$ cat src/rtl/itype_alu_arbiter.sv
// Round-robin front end that shares one combinational I-type ALU among NREQ requesters.
// The winner's operands are latched, the ALU result is registered and returned tagged with its requester id.
module itype_alu_arbiter #(
   parameter  int NREQ = 2,
   parameter  int XLEN = 32,
   localparam int IDW  = (NREQ > 1) ? $clog2(NREQ) : 1
) (
   input  logic                 clk,
   input  logic                 reset,
   input  logic [NREQ-1:0]      req_valid,
   output logic [NREQ-1:0]      req_ready,
   input  logic [NREQ*3-1:0]    req_funct3,
   input  logic [NREQ-1:0]      req_b30,
   input  logic [NREQ*XLEN-1:0] req_rv1,
   input  logic [NREQ*XLEN-1:0] req_imm,
   output logic [31:0]          alu_idata,
   output logic [XLEN-1:0]      alu_rv1,
   output logic [XLEN-1:0]      alu_imm,
   input  logic [XLEN-1:0]      alu_rd,
   output logic                 rsp_valid,
   input  logic                 rsp_ready,
   output logic [IDW-1:0]       rsp_id,
   output logic [XLEN-1:0]      rsp_data,
   output logic                 busy
);

   typedef enum logic [1:0] {
      IDLE = 2'd0,
      EXEC = 2'd1,
      RESP = 2'd2
   } state_e;

   localparam logic [6:0] OPCODE_OP_IMM = 7'b0010011;

   state_e          state_q,     state_d;
   logic [IDW-1:0]  rr_ptr_q,    rr_ptr_d;
   logic [2:0]      funct3_q,    funct3_d;
   logic            b30_q,       b30_d;
   logic [XLEN-1:0] rv1_q,       rv1_d;
   logic [XLEN-1:0] imm_q,       imm_d;
   logic [IDW-1:0]  id_q,        id_d;
   logic            rsp_valid_q, rsp_valid_d;
   logic [IDW-1:0]  rsp_id_q,    rsp_id_d;
   logic [XLEN-1:0] rsp_data_q,  rsp_data_d;

   logic            grant_found;
   logic [IDW-1:0]  grant_idx;
   logic [IDW-1:0]  scan_idx;

   // Scan starts one past the last winner so a persistent requester waits at most NREQ accepts.
   always_comb begin
      grant_found = 1'b0;
      grant_idx   = '0;
      scan_idx    = '0;
      for (int k = 1; k <= NREQ; k++) begin
         scan_idx = IDW'((32'(rr_ptr_q) + 32'(k)) % 32'(NREQ));
         if (!grant_found && req_valid[scan_idx]) begin
            grant_found = 1'b1;
            grant_idx   = scan_idx;
         end
      end
   end

   // Gated with reset so no requester sees an accept while the block is held in reset.
   always_comb begin
      req_ready = '0;
      if ((state_q == IDLE) && grant_found && reset) begin
         req_ready[grant_idx] = 1'b1;
      end
   end

   always_comb begin
      // NOTE: every variable gets a hold default first, so no path through the case infers a latch.
      state_d     = state_q;
      rr_ptr_d    = rr_ptr_q;
      funct3_d    = funct3_q;
      b30_d       = b30_q;
      rv1_d       = rv1_q;
      imm_d       = imm_q;
      id_d        = id_q;
      rsp_valid_d = rsp_valid_q;
      rsp_id_d    = rsp_id_q;
      rsp_data_d  = rsp_data_q;
      case (state_q)
         IDLE: begin
            if (grant_found) begin
               funct3_d = req_funct3[3*grant_idx +: 3];
               b30_d    = req_b30[grant_idx];
               rv1_d    = req_rv1[XLEN*grant_idx +: XLEN];
               imm_d    = req_imm[XLEN*grant_idx +: XLEN];
               id_d     = grant_idx;
               rr_ptr_d = grant_idx;
               state_d  = EXEC;
            end
         end
         EXEC: begin
            rsp_data_d  = alu_rd;
            rsp_id_d    = id_q;
            rsp_valid_d = 1'b1;
            state_d     = RESP;
         end
         RESP: begin
            if (rsp_ready) begin
               rsp_valid_d = 1'b0;
               state_d     = IDLE;
            end
         end
         default: state_d = IDLE;
      endcase
   end

   // NOTE: state registers use non-blocking assignment so all flops update from pre-edge values.
   always_ff @(posedge clk or negedge reset) begin
      if (!reset) begin
         state_q     <= IDLE;
         rr_ptr_q    <= IDW'(NREQ - 1);
         funct3_q    <= '0;
         b30_q       <= 1'b0;
         rv1_q       <= '0;
         imm_q       <= '0;
         id_q        <= '0;
         rsp_valid_q <= 1'b0;
         rsp_id_q    <= '0;
         rsp_data_q  <= '0;
      end else begin
         state_q     <= state_d;
         rr_ptr_q    <= rr_ptr_d;
         funct3_q    <= funct3_d;
         b30_q       <= b30_d;
         rv1_q       <= rv1_d;
         imm_q       <= imm_d;
         id_q        <= id_d;
         rsp_valid_q <= rsp_valid_d;
         rsp_id_q    <= rsp_id_d;
         rsp_data_q  <= rsp_data_d;
      end
   end

   assign alu_idata = {1'b0, b30_q, 15'b0, funct3_q, 5'b0, OPCODE_OP_IMM};
   assign alu_rv1   = rv1_q;
   assign alu_imm   = imm_q;
   assign rsp_valid = rsp_valid_q;
   assign rsp_id    = rsp_id_q;
   assign rsp_data  = rsp_data_q;
   assign busy      = (state_q != IDLE);

endmodule

$ cat config.mk
export PLATFORM = sky130hd
export DESIGN_NAME = itype_alu_arbiter
export DESIGN_NICKNAME = d
export VERILOG_FILES = /design/src/rtl/itype_alu_arbiter.sv
export SDC_FILE = /design/constraint.sdc
export NUM_CORES = 1
export LEC_CHECK = 0
export CELL_PAD_IN_SITES_DETAIL_PLACEMENT = 1
export CELL_PAD_IN_SITES_GLOBAL_PLACEMENT = 2
export CORE_MARGIN = 5
export CORE_UTILIZATION = 27
export CTS_BUF_LIST = sky130_fd_sc_hd__clkbuf_4 sky130_fd_sc_hd__clkbuf_8
export DETAILED_ROUTE_END_ITERATION = 6
export GPL_ROUTABILITY_DRIVEN = 0
export MAX_ROUTING_LAYER = met4
export PLACE_DENSITY = 0.85
export SLEW_MARGIN = 40
export SYNTH_ARGS = -nofsm -noshare
export SYNTH_HDL_FRONTEND = slang
export SYNTH_SLANG_ARGS = --single-unit
$ cat constraint.sdc
create_clock -name clk -period 2.5 [get_ports clk]
set_input_delay 0.375 -clock clk [delete_from_list [all_inputs] [get_ports clk]]
set_output_delay 0.375 -clock clk [all_outputs]
set_load 0.01 [all_outputs]
==> impl_metrics.py <==
metrics = {
    "power_and_ir_drop": {
        "finalPower_mw": 9.48,
        "p_leak_nw": 3.84,
        "ir_drop_uv": 595,
        "power_density_mw_per_mm2": 1090,
    },
    "sta": {
        "worst_slew_pin_slew_ns": 0.585,
        "period_share": 0.929,
        "fin_skew_ns": 0.0154,
        "fin_crit_ns": 2.32,
        "report.final.hold_viol_count": 0,
        "max-slew-margin-rel": 0.610,
        "fin_ws_ns": 0.177,
        "fin_setup_tns_ns": 0,
        "final-setup-viol-count": 0,
        "final_max_slew_viol_count": 0,
        "rsz0062_at_grt": "no",
        "fmax_ghz": 0.430,
    },
    "clock_network": {
        "cts.hold.buffers_added": 0,
        "cts_tree": "built",
        "htreeDepth": 3,
        "clock-sinks": 106,
        "cts_buffers": 9,
        "cts_max_path_buffers": 2,
        "insertion_delay_ns": 0.38,
        "post_cts_resized": 0,
        "clk_pin_slew_worst_paths_ns": 0.11,
        "cts-root-buf": "clkbuf_8",
        "post_cts_buffers": 0,
    },
    "cells_and_area": {
        "fill_cells": 2114,
        "multiInputGateArea_mm2": 0.00261,
        "regArea_mm2": 0.00265,
        "drive_above_1_share": 0.317,
        "area_growth_pct": 54.5,
        "num_antenna_cells": 0,
        "post-route-util": 0.425,
        "final_nets": 787,
    },
    "worst_setup_path": {
        "crit_buf_inv": 2,
        "startpoint_type": "flop",
        "crit_family": "buffers and inverters",
        "reg2regPathDepth": 4,
        "crit_path_end_kind": "output pin",
        "crit_chain": "nor2_2 -> inv_1 -> nor3_1 -> clkdlybuf4s50_1",
        "arrival_ns": 1.95,
        "r2r-end": "alu_imm[23]",
        "cpPeakStageDelay_ns": 0.57,
        "crit_fanout": 4,
        "crit_required_ns": 2.12,
        "slowest_stage": "clkdlybuf4s50_1",
        "r2r_slack_ns": 0.64,
        "r2r-start": "state_q[1]",
        "crit_type": "flop to output pin",
    },
    "synth": {
        "syn_area_mm2": 0.00560,
        "ys_ff_latch": 106,
        "syn_inst": 344,
        "ys_types": 23,
        "ys_seq_area_frac": 0.474,
        "yosys_warnings": 0,
        "synth_area_per_cell_um2": 16.3,
    },
    "drt": {
        "wire_per_inst_um": 18.3,
        "num_vias": 3736,
        "drc_errors": 0,
        "drt_wl_total_um": 16300,
        "drtAntennaViolNets": 0,
        "highest-signal-layer": "met4",
        "firstDrtPassIters": 4,
        "wl_met1_um": 6190,
        "drtIter0Drc": 96,
        "met3_length_um": 880,
        "vias_per_cell": 4.20,
        "wl_met2_um": 8710,
    },
    "placed_design": {
        "dp_hpwl_um": 12600,
        "port_buffers": 277,
        "pre_cts_ws_ns": 0.243,
    },
    "global_route": {
        "grt_remaining_overflow": 0,
        "grt_pass1_vias": 4315,
        "antenna_found_initial": 0,
        "grtUsageTotal": 0.135,
        "grt_max_degree": 107,
        "grt_pass1_wl_um": 24700,
    },
    "hold_path": {
        "holdCritPathClass": "primary input to asynchronous set/reset pin",
    },
    "floorplan": {
        "core_area_mm2": 0.0204,
        "io_pins": 306,
        "die_area_mm2": 0.0237,
        "die_y_um": 154,
        "start_util": 0.275,
        "die_w_um": 154,
        "rows": 52,
    },
    "status": {
        "status": "complete, no violations",
    },
    "run": {
        "max_cap_violations": 0,
    },
}
-- layout make-up --
class / instances / share of cell area
clock buffer: 9 / 0.0143
timing repair buffer: 282 / 0.330
sequential: 106 / 0.306
inverter: 4 / 0.00173
multi-input combinational: 211 / 0.302
tap: 270 / 0.0390
clock inverter: 7 / 0.00708
-- worst max path at each step --
stage	slack, ns	endpoint	start	depth (start not counted)
floorplan	0.85	req_ready[0]	state_q[1]	5
global placement	0.26	req_ready[1]	req_valid[1]	4
detailed placement	0.24	req_ready[1]	req_valid[1]	4
CTS	0.03	req_ready[1]	state_q[1]	4
global route	0.07	req_ready[0]	state_q[1]	4
finish	0.18	req_ready[1]	state_q[1]	4
-- cells in the mapped netlist --
cell | count | area (um2)
nor2b_1 | 1 | 6.26
a21oi_1 | 2 | 10.0
a21bo_1 | 1 | 10.0
dfrtp_1 | 105 | 2630
buf_12 | 6 | 120
buf_4 | 36 | 270
nor3_1 | 1 | 5.00
nor2_1 | 3 | 11.3
inv_1 | 4 | 15.0
mux2_2 | 35 | 394
o21a_1 | 1 | 7.51
o21ai_0 | 1 | 5.00
buf_2 | 4 | 20.0
a31oi_1 | 1 | 6.26
mux2_4 | 134 | 2010
buf_8 | 1 | 15.0
dfstp_2 | 1 | 26.3
buf_6 | 1 | 11.3
and3_1 | 1 | 6.26
a21o_1 | 1 | 7.51
clkbuf_1 | 1 | 3.75
o22ai_1 | 1 | 6.26
conb_1 | 2 | 7.51
-- layer usage --
layer | vias up | track usage
met2 | 169 | 0.242
met3 | 32 | 0.0245
li1 | 1689 | -
met4 | 0 | 0.0648
met1 | 1846 | 0.144
met5 | - | -
-- per-stage QoR --
stage	cell area (um2)	hold WS [ns]	instances
3_5_place_dp	8470	0.494	873
5_1_grt	8660	0.106	889
2_1_floorplan	5700	0.0794	370
6_report	8660	0.0767	889
3_3_place_gp	8470	0.490	873
4_1_cts	8660	0.0897	889
-- cell families after synthesis --
logic type	Yosys count	synth area share
mux	169	0.429
flops	106	0.474
buf+inv	53	0.0813
compound gates	8	0.00938
simple gates	6	0.00514
other cells	2	0.00134
-- sequential cells by signal, indices dropped and copies added, names as in the netlist --
name and cells:
funct3_q 3, b30_q 1, rsp_id 1, rsp_valid 1
alu_imm 32, alu_rv1 32, rsp_data 32, rr_ptr_q 1
state_q 2, id_q 1
-- placed cells by master (no fill, tap or decap) --
master / netlist / routed
clkdlybuf4s50_1: 0 / 276
mux2_4: 134 / 134
dfrtp_1: 105 / 105
mux2_2: 35 / 35
conb_1: 2 / 28
clkbuf_8: 0 / 9
inv_1: 4 / 4
buf_12: 6 / 4
inv_8: 0 / 3
clkinvlp_4: 0 / 3
nor2_1: 3 / 2
a21oi_1: 2 / 2
buf_4: 36 / 2
nor2_2: 0 / 1
a21bo_4: 0 / 1
o21a_4: 0 / 1
and3_1: 1 / 1
nor3_1: 1 / 1
nor2b_2: 0 / 1
a21o_1: 1 / 1
a31oi_1: 1 / 1
o22ai_1: 1 / 1
o21ai_0: 1 / 1
clkinv_2: 0 / 1
dfstp_2: 1 / 1
-- report_power, final --
part	total, mW	internal, mW	switching, mW
Clock	1.04	0.382	0.654
Combinational	5.32	3.42	1.90
Sequential	3.12	2.61	0.511
Total	9.48	6.42	3.07
(Power assumes the default switching activity.)
